--- src/rtl/dac_seq_pkg.sv ---
// Shared definitions for the DAC waveform sequencer.
// Holds the mode encoding, the mode count and the wave() sample function.
// The bench imports this package as well, so wave() has a single definition.
package dac_seq_pkg;

    localparam int unsigned SAMPLE_W   = 8;
    localparam int unsigned MODE_W     = 2;
    localparam int unsigned MODE_COUNT = 4;

    typedef enum logic [MODE_W-1:0] {
        MODE_OFF = 2'd0,
        MODE_SAW = 2'd1,
        MODE_TRI = 2'd2,
        MODE_SQR = 2'd3
    } mode_e;

    // One waveform sample for the given mode at the given phase.
    function automatic logic [SAMPLE_W-1:0] wave(
        input mode_e               mode,
        input logic [SAMPLE_W-1:0] phase,
        input logic [SAMPLE_W-1:0] midscale
    );
        logic [SAMPLE_W-1:0] ramp;
        logic [SAMPLE_W-1:0] sample;
        // Doubled phase: rises over the first half-period, mirrored in the second.
        ramp = {phase[SAMPLE_W-2:0], 1'b0};
        case (mode)
            MODE_OFF: sample = midscale;
            MODE_SAW: sample = phase;
            MODE_TRI: sample = phase[SAMPLE_W-1] ? ~ramp : ramp;
            MODE_SQR: sample = phase[SAMPLE_W-1] ? '1 : '0;
            default:  sample = midscale;
        endcase
        return sample;
    endfunction

endpackage

--- src/rtl/sample_tick_divider.sv ---
// Sample-rate divider: counts 0..CLKS_PER_SAMPLE-1 and flags the last count.
// Ports:
//   i_Clk    system clock
//   i_Reset  synchronous active-high reset, count returns to 0
//   i_Clear  restarts the count at 0 on the next cycle (mode edge)
//   o_Tick   high while the count sits at CLKS_PER_SAMPLE-1
module sample_tick_divider #(
    parameter int unsigned CLKS_PER_SAMPLE = 250
) (
    input  logic i_Clk,
    input  logic i_Reset,
    input  logic i_Clear,
    output logic o_Tick
);

    localparam int unsigned    CNT_W = $clog2(CLKS_PER_SAMPLE);
    localparam logic [CNT_W-1:0] LAST = CNT_W'(CLKS_PER_SAMPLE - 1);

    logic [CNT_W-1:0] count;

    assign o_Tick = (count == LAST);

    // Free-running counter, wrapped on the tick and restarted by a clear.
    always_ff @(posedge i_Clk) begin
        if (i_Reset || i_Clear) begin
            count <= '0;
        end else if (o_Tick) begin
            count <= '0;
        end else begin
            count <= count + CNT_W'(1);
        end
    end

endmodule

--- src/rtl/dac_waveform_sequencer.sv ---
// Plays a selectable waveform into the 8-bit PMOD DAC driver.
// A divided sample tick advances an 8-bit phase accumulator; each tick one
// wave() sample is registered onto o_Dac_Byte and a strobe follows a cycle
// later. Rising edges of the debounced switch step the mode OFF->SAW->TRI->SQR.
// Ports:
//   i_Clk            system clock
//   i_Reset          synchronous active-high reset
//   i_Mode_Switch    debounced switch level, rising edge advances the mode
//   i_Step           phase increment applied on each tick
//   o_Dac_Byte       registered sample to the DAC driver
//   o_Sample_Strobe  one-cycle pulse the cycle after o_Dac_Byte updates
//   o_Mode           current mode (0 OFF, 1 SAW, 2 TRI, 3 SQR)
module dac_waveform_sequencer
    import dac_seq_pkg::*;
#(
    parameter int unsigned CLKS_PER_SAMPLE = 250,
    parameter logic [7:0]  MIDSCALE        = 8'h80
) (
    input  logic       i_Clk,
    input  logic       i_Reset,
    input  logic       i_Mode_Switch,
    input  logic [7:0] i_Step,
    output logic [7:0] o_Dac_Byte,
    output logic       o_Sample_Strobe,
    output logic [1:0] o_Mode
);

    mode_e               mode;
    mode_e               mode_next;
    logic                switch_prev;
    logic                mode_edge;
    logic                tick;
    logic                sample_done;
    logic [SAMPLE_W-1:0] phase;

    // Reset value 1 keeps a switch held through reset from counting as an edge.
    assign mode_edge = i_Mode_Switch & ~switch_prev;

    always_ff @(posedge i_Clk) begin
        if (i_Reset) begin
            switch_prev <= 1'b1;
        end else begin
            switch_prev <= i_Mode_Switch;
        end
    end

    // Sample-rate divider, restarted by every mode edge.
    sample_tick_divider #(
        .CLKS_PER_SAMPLE(CLKS_PER_SAMPLE)
    ) u_divider (
        .i_Clk   (i_Clk),
        .i_Reset (i_Reset),
        .i_Clear (mode_edge),
        .o_Tick  (tick)
    );

    // Mode state register.
    always_ff @(posedge i_Clk) begin
        if (i_Reset) begin
            mode <= MODE_OFF;
        end else begin
            mode <= mode_next;
        end
    end

    // Mode next-state: cycles through the four modes on each switch edge.
    always_comb begin
        mode_next = mode;
        if (mode_edge) begin
            case (mode)
                MODE_OFF: mode_next = MODE_SAW;
                MODE_SAW: mode_next = MODE_TRI;
                MODE_TRI: mode_next = MODE_SQR;
                MODE_SQR: mode_next = MODE_OFF;
                default:  mode_next = MODE_OFF;
            endcase
        end
    end

    // Phase accumulator and output registers. An edge wins over a coincident
    // tick: it restarts the phase and suppresses that tick's sample.
    always_ff @(posedge i_Clk) begin
        if (i_Reset) begin
            phase           <= '0;
            o_Dac_Byte      <= MIDSCALE;
            sample_done     <= 1'b0;
            o_Sample_Strobe <= 1'b0;
        end else begin
            o_Sample_Strobe <= sample_done;
            sample_done     <= 1'b0;
            if (mode_edge) begin
                phase <= '0;
            end else if (tick) begin
                o_Dac_Byte  <= wave(mode, phase, MIDSCALE);
                phase       <= phase + i_Step;
                sample_done <= 1'b1;
            end
        end
    end

    assign o_Mode = mode;

endmodule

--- config.mk ---
export PLATFORM = sky130hd
export DESIGN_NAME = dac_waveform_sequencer
export DESIGN_NICKNAME = d
export VERILOG_FILES = /design/src/rtl/dac_seq_pkg.sv /design/src/rtl/sample_tick_divider.sv /design/src/rtl/dac_waveform_sequencer.sv
export SDC_FILE = /design/constraint.sdc
export NUM_CORES = 1
export LEC_CHECK = 0
export ABC_AREA = 1
export CAP_MARGIN = 0
export CORE_MARGIN = 4
export CORE_UTILIZATION = 55
export CTS_CLUSTER_SIZE = 30
export DETAILED_ROUTE_END_ITERATION = 16
export PLACE_DENSITY = 0.8
export SLEW_MARGIN = 25
export SYNTH_ARGS = -nofsm -noshare
export SYNTH_HDL_FRONTEND = slang
export SYNTH_SLANG_ARGS = --single-unit
--- constraint.sdc ---
create_clock -name i_Clk -period 1.95 [get_ports i_Clk]
set_input_delay 0.195 -clock i_Clk [delete_from_list [all_inputs] [get_ports i_Clk]]
set_output_delay 0.195 -clock i_Clk [all_outputs]
set_load 0.01 [all_outputs]
# Word level (Yosys, flattened, before mapping)
# Cells that the tools add are included.
classes:
  add_sub_neg: 2
  n_eq_ne: 4
  reduce_logical: 5
  mux: 5
  n_bitwise: 4
op_table:
  columns: ["cell", "count"]
  rows:
  - ["$pmux 8 s4", 1]
  - ["$mux 8", 2]
  - ["$add 8x1->8 const B", 1]
  - ["$add 8x8->8", 1]
  - ["$eq 8x8->1 const B", 1]
  - ["$not 8->8", 1]
  - ["$pmux 2 s4", 1]
  - ["$eq 2x2->1 const B", 2]
  - ["$reduce_or 2->1", 2]
  - ["$eq 2x1->1 const B", 1]
  - ["$logic_not 2->1", 1]
  - ["$not 1->1", 2]
  - ["$reduce_and 2->1", 1]
  - ["$and 1x1->1", 1]
  - ["$logic_or 1x1->1", 1]
  - ["$mux 1", 1]
word_totals:
  output_inout_bits: 11
  register_bits: 29
  word_cells: 27
  inputBits: 11

# Longest topological paths before layout
logic_depth:
  ltp_word: 4
  depth_mapped: 11

# Hierarchy
# Synthesis repeated with hierarchy kept, for this count alone.
unflattened:
  hier_cells: 250
  hier_area_um2: 1747.9
by_module_without_submodules:
  columns: ["module", "area_per_inst_um2", "cells_per_inst", "instances"]
  rows:
  - ["dac_waveform_sequencer", 1353.8, 196, 1]
  - ["sample_tick_divider", 394.1, 54, 1]

# Least setup slack after synthesis
# OpenSTA, ideal clock, no wires.
synth_path:
  path_type: "reg-to-reg"
  from: "register phase[0]"
  to: "register phase[4]"
  setup_time_ns: 0.115
  path_slack_ns: 0.462
  required_ns: 1.835
  t_arrival_ns: 1.372
  path_stages_with_launch: 11
  n_path_buf: 0
  path_cell_list: "dfxtp_1 > ha_1 > inv_1 > fa_1 > inv_1 > nand2_1 > nand2_1 > and2_1 > nand2_1 > nand2_2 > o21ai_2"
synth_between:
  elab_chain_len: 1
synth_rtl:
  columns: ["element", "line", "text"]
  rows:
  - ["start: declaration", "dac_waveform_sequencer.sv:34", "logic [SAMPLE_W-1:0] phase;"]
  - ["start signal: assignment", "dac_waveform_sequencer.sv:95", "phase <= phase + i_Step;"]
  - ["$add 8x8->8", "dac_waveform_sequencer.sv:95", null]
# No other way between the ends.
# A chain may end at the register's enable or synchronous reset.

# Final worst setup path
layout_path:
  from: "register phase[0]"
  to: "register phase[6]"
# The elaborated chain is that of the path after synthesis.

==> results by group <==
Die
  • Die width: ~66 um
  • Initial core utilization: ~59%
  • Io pins: 22
  • Die H: around 66 um
  • Site Rows: 20
  • Die ar.: between 4000 and 5000 um2
  • CORE AREA: 3150 um2

Setup path
  • CP Capture Type: register
  • CP dominant cell by count: nand2_1
  • Max stage delay on crit path: about 0.4 ns
  • Max FO, Critical Path: 4
  • Critical path launch point type: register
  • CP Data Required Time: about 2.2 ns
  • Crit path arrival time: 1.89 ns
  • CP max-delay cell: dfxtp_1
  • CP cell instances: ha_1 -> inv_1 -> fa_1 -> inv_1 -> nand2_1 -> nand2_1 -> nand3b_1 -> nand2_1 -> nand2_1 -> nand3_1 -> nand2_1
  • Critical setup path kind: reg2reg

Timing
  • Final hold vios: 0
  • Setup tns final: 0 ns
  • Max Clk Rate: 606 MHz
  • Slew HR: between 60% and 70%
  • Setup Viol. Count Final: 0
  • RSZ-0062 raised after global routing: no
  • Max Slew Vio Count: 0
  • Worst Skew: around 0.0072 ns
  • Final worst-path setup slack: 0.299 ns
  • Tmin final: around 1.7 ns
  • Tightest Pin Transition: 0.480 ns
  • Min Hold Slack: 0.411 ns
  • Period utilization: around 85%

Placement
  • Placed Instances: approximately 340
  • DPL Wire Length: ~2700 um
  • Final GP Congestion: roughly 0.84
  • # port buffers: 21
  • Worst slack, placed: about 0.044 ns

Global routing
  • Vias in the first global route: approximately 1500
  • Largest net degree at the start of global routing: 15
  • Number of antenna violations at the first check in global routing: 0
  • Total global routing track utilization: a little under a fifth
  • Grt total ovfl: 0
  • First-pass GRT wire length: 6370 um

Detailed routing
  • Total detailed-routing wirelength: 3490 um
  • Residual DRC: 0
  • Drt via density: approximately 4.6
  • Post-route ant nets: 0
  • Detailed Routing Iterations Pass 1: 4
  • WL/cell: 10.1 um
  • Total vias in the final route: roughly 1600
  • 1st-iter DRT viols: 75

Flow run
  • MaxCap Viol Count: 0

Synthesis
  • Yosys warns: 0
  • Synth area leaders: dfxtp_1 31%, nand2_1 16%, inv_1 10%, ha_1 8.7%, nor2_1 6.2%
  • Asr flop ratio synth: 0%
  • EDFF count, synth: 0
  • Post-synth top area share: 31.1%
  • Post-Synthesis Cells: 276
  • Avg Cell Area, Syn: just under 7 um2
  • Commonest cells in the synthesized netlist: 80 x nand2_1, 50 x inv_1, 31 x nor2_1, 29 x dfxtp_1, 19 x nand3_1
  • Syn_nets: 301
  • Mapped Area: ~1900 um2
  • Area leader, netlist: dfxtp_1
  • Netlist cell types: 31
  • Primary FF master, synth: dfxtp_1
  • Seq/Total Area, Yosys: between 30% and 40%
  • Most common cell in the netlist: nand2_1
  • Number of synthesized register bits: 29

Finish
  • Final net count: about 330
  • Final Non-Filler Cells: 346
  • Ant. Diodes: 0
  • Share of cells above drive strength 1: under 10%
  • FILL cells: approximately 300
  • Layout Area Growth over Synthesis: 16.5%

CTS
  • Clock transition at path regs: around 0.10 ns
  • Skew-Pair Late Insertion Delay: 0.33 ns
  • CTS Hold Bufs: 0
  • Postcts setup bufs: 0
  • Clock Sinks: 29
  • CTS Buf Count: 5
  • Number of H-tree levels: 2
  • Max clock buf depth: 2
  • Root Buffer: clkbuf_4
  • Post-cts repair resize count: 0
  • CTS tree: yes

Power and ir drop
  • Leakage: 1.13 nW
  • Peak supply drop: around 0.39 mV
  • Total power: approximately 0.0011 W
  • Pwr dens: a little under 500 nW/um2

Run status
  • Status: finished clean

Hold path
  • Type of the most critical hold path: reg2reg
## layout by cell type (no fill, tap or decap), types with 2 or more instances in the layout
cell | Yosys | layout
a211oi_1 | 2 | 2
buf_4 | 1 | 2
nand2_4 | 2 | 2
o21ai_0 | 2 | 2
nand3b_1 | 2 | 2
nor2_1 | 31 | 31
o21ai_2 | 2 | 2
clkbuf_4 | 0 | 5
o22ai_2 | 2 | 2
dfxtp_1 | 29 | 29
nand3_1 | 19 | 19
clkinv_2 | 0 | 2
inv_1 | 50 | 50
a21oi_1 | 10 | 10
nor2_8 | 3 | 3
nand2_2 | 4 | 4
ha_1 | 13 | 13
nor3_1 | 4 | 4
clkdlybuf4s50_1 | 0 | 21
nand2_1 | 80 | 80
inv_2 | 2 | 2
or2_2 | 4 | 4
## state kept, by name, summed over array words and instances, names as in the netlist
signal,count
phase,8
o_Sample_Strobe,1
sample_done,1
u_divider.count,8
switch_prev,1
o_Dac_Byte,8
o_Mode,2
## kinds of logic (layout without fill, tap and decap cells)
logic type | Yosys count | in the layout | synth area share [%]
and+or+nand+nor | 154 | 154 | 39.6
buffers and inverters | 58 | 84 | 11.9
DFF | 29 | 29 | 31.1
AOI/OAI and AO/OA | 19 | 19 | 6.58
adders and majority gates | 14 | 14 | 9.80
xor gates and xnor gates | 2 | 2 | 0.940
## worst paths after layout
kind / from / end / slack [ns] / depth (start not counted)
max: phase[0]$_SDFFE_PP0P_ / phase[6]$_SDFFE_PP0P_ / 0.30 / 11
min: sample_done$_SDFF_PP0_ / o_Sample_Strobe$_SDFF_PP0_ / 0.41 / 2
max reg2reg: phase[0]$_SDFFE_PP0P_ / phase[6]$_SDFFE_PP0P_ / 0.30 / 11
min reg2reg: sample_done$_SDFF_PP0_ / o_Sample_Strobe$_SDFF_PP0_ / 0.41 / 2
## critical path: cells and delay by family, from the launching register on
kind / cells / cell delay [ns]
and+or+nand+nor: 7 / 0.43
buffers and inverters: 2 / 0.13
DFF: 1 / 0.39
adders and majority gates: 2 / 0.60
## layer usage
metal	vias to the layer above	global-route usage (%)	part of all wire (%)
met4	0	8.88	2.1
li1	894	-	-
met3	7	4.93	4.1
met1	676	22.4	51
met5	-	0	0
met2	28	31.5	43
## stage by stage
| stage | utilization (%) | area (um2) |
|---|---|---|
| after floorplan | - | 1860 |
| after global placement | 67.3 | 2120 |
| after detailed placement | 67.3 | 2120 |
| after CTS | 68.9 | 2170 |
| after global routing | 68.9 | 2170 |
| final | 68.9 | 2170 |
## where the power goes
group          switching [W]  internal, W  leakage [nW]  total, W
Combinational      0.0000543    0.0000469         0.861  0.000101
Clock               0.000216     0.000137        0.0320  0.000353
Sequential        0.00000771     0.000600         0.235  0.000608
Total               0.000278     0.000784          1.13   0.00106
## final cells by class
| type | count | area (um2) | area share, % |
|---|---|---|---|
| tap | 44 | 55.1 | 2.53 |
| inverter | 53 | 199 | 9.16 |
| multi-input combinational | 189 | 1060 | 48.8 |
| clock inverter | 2 | 10.0 | 0.461 |
| sequential | 29 | 581 | 26.7 |
| clock buffer | 6 | 41.3 | 1.90 |
| timing repair buffer | 23 | 225 | 10.4 |
Power figures use the tool's default switching activity.
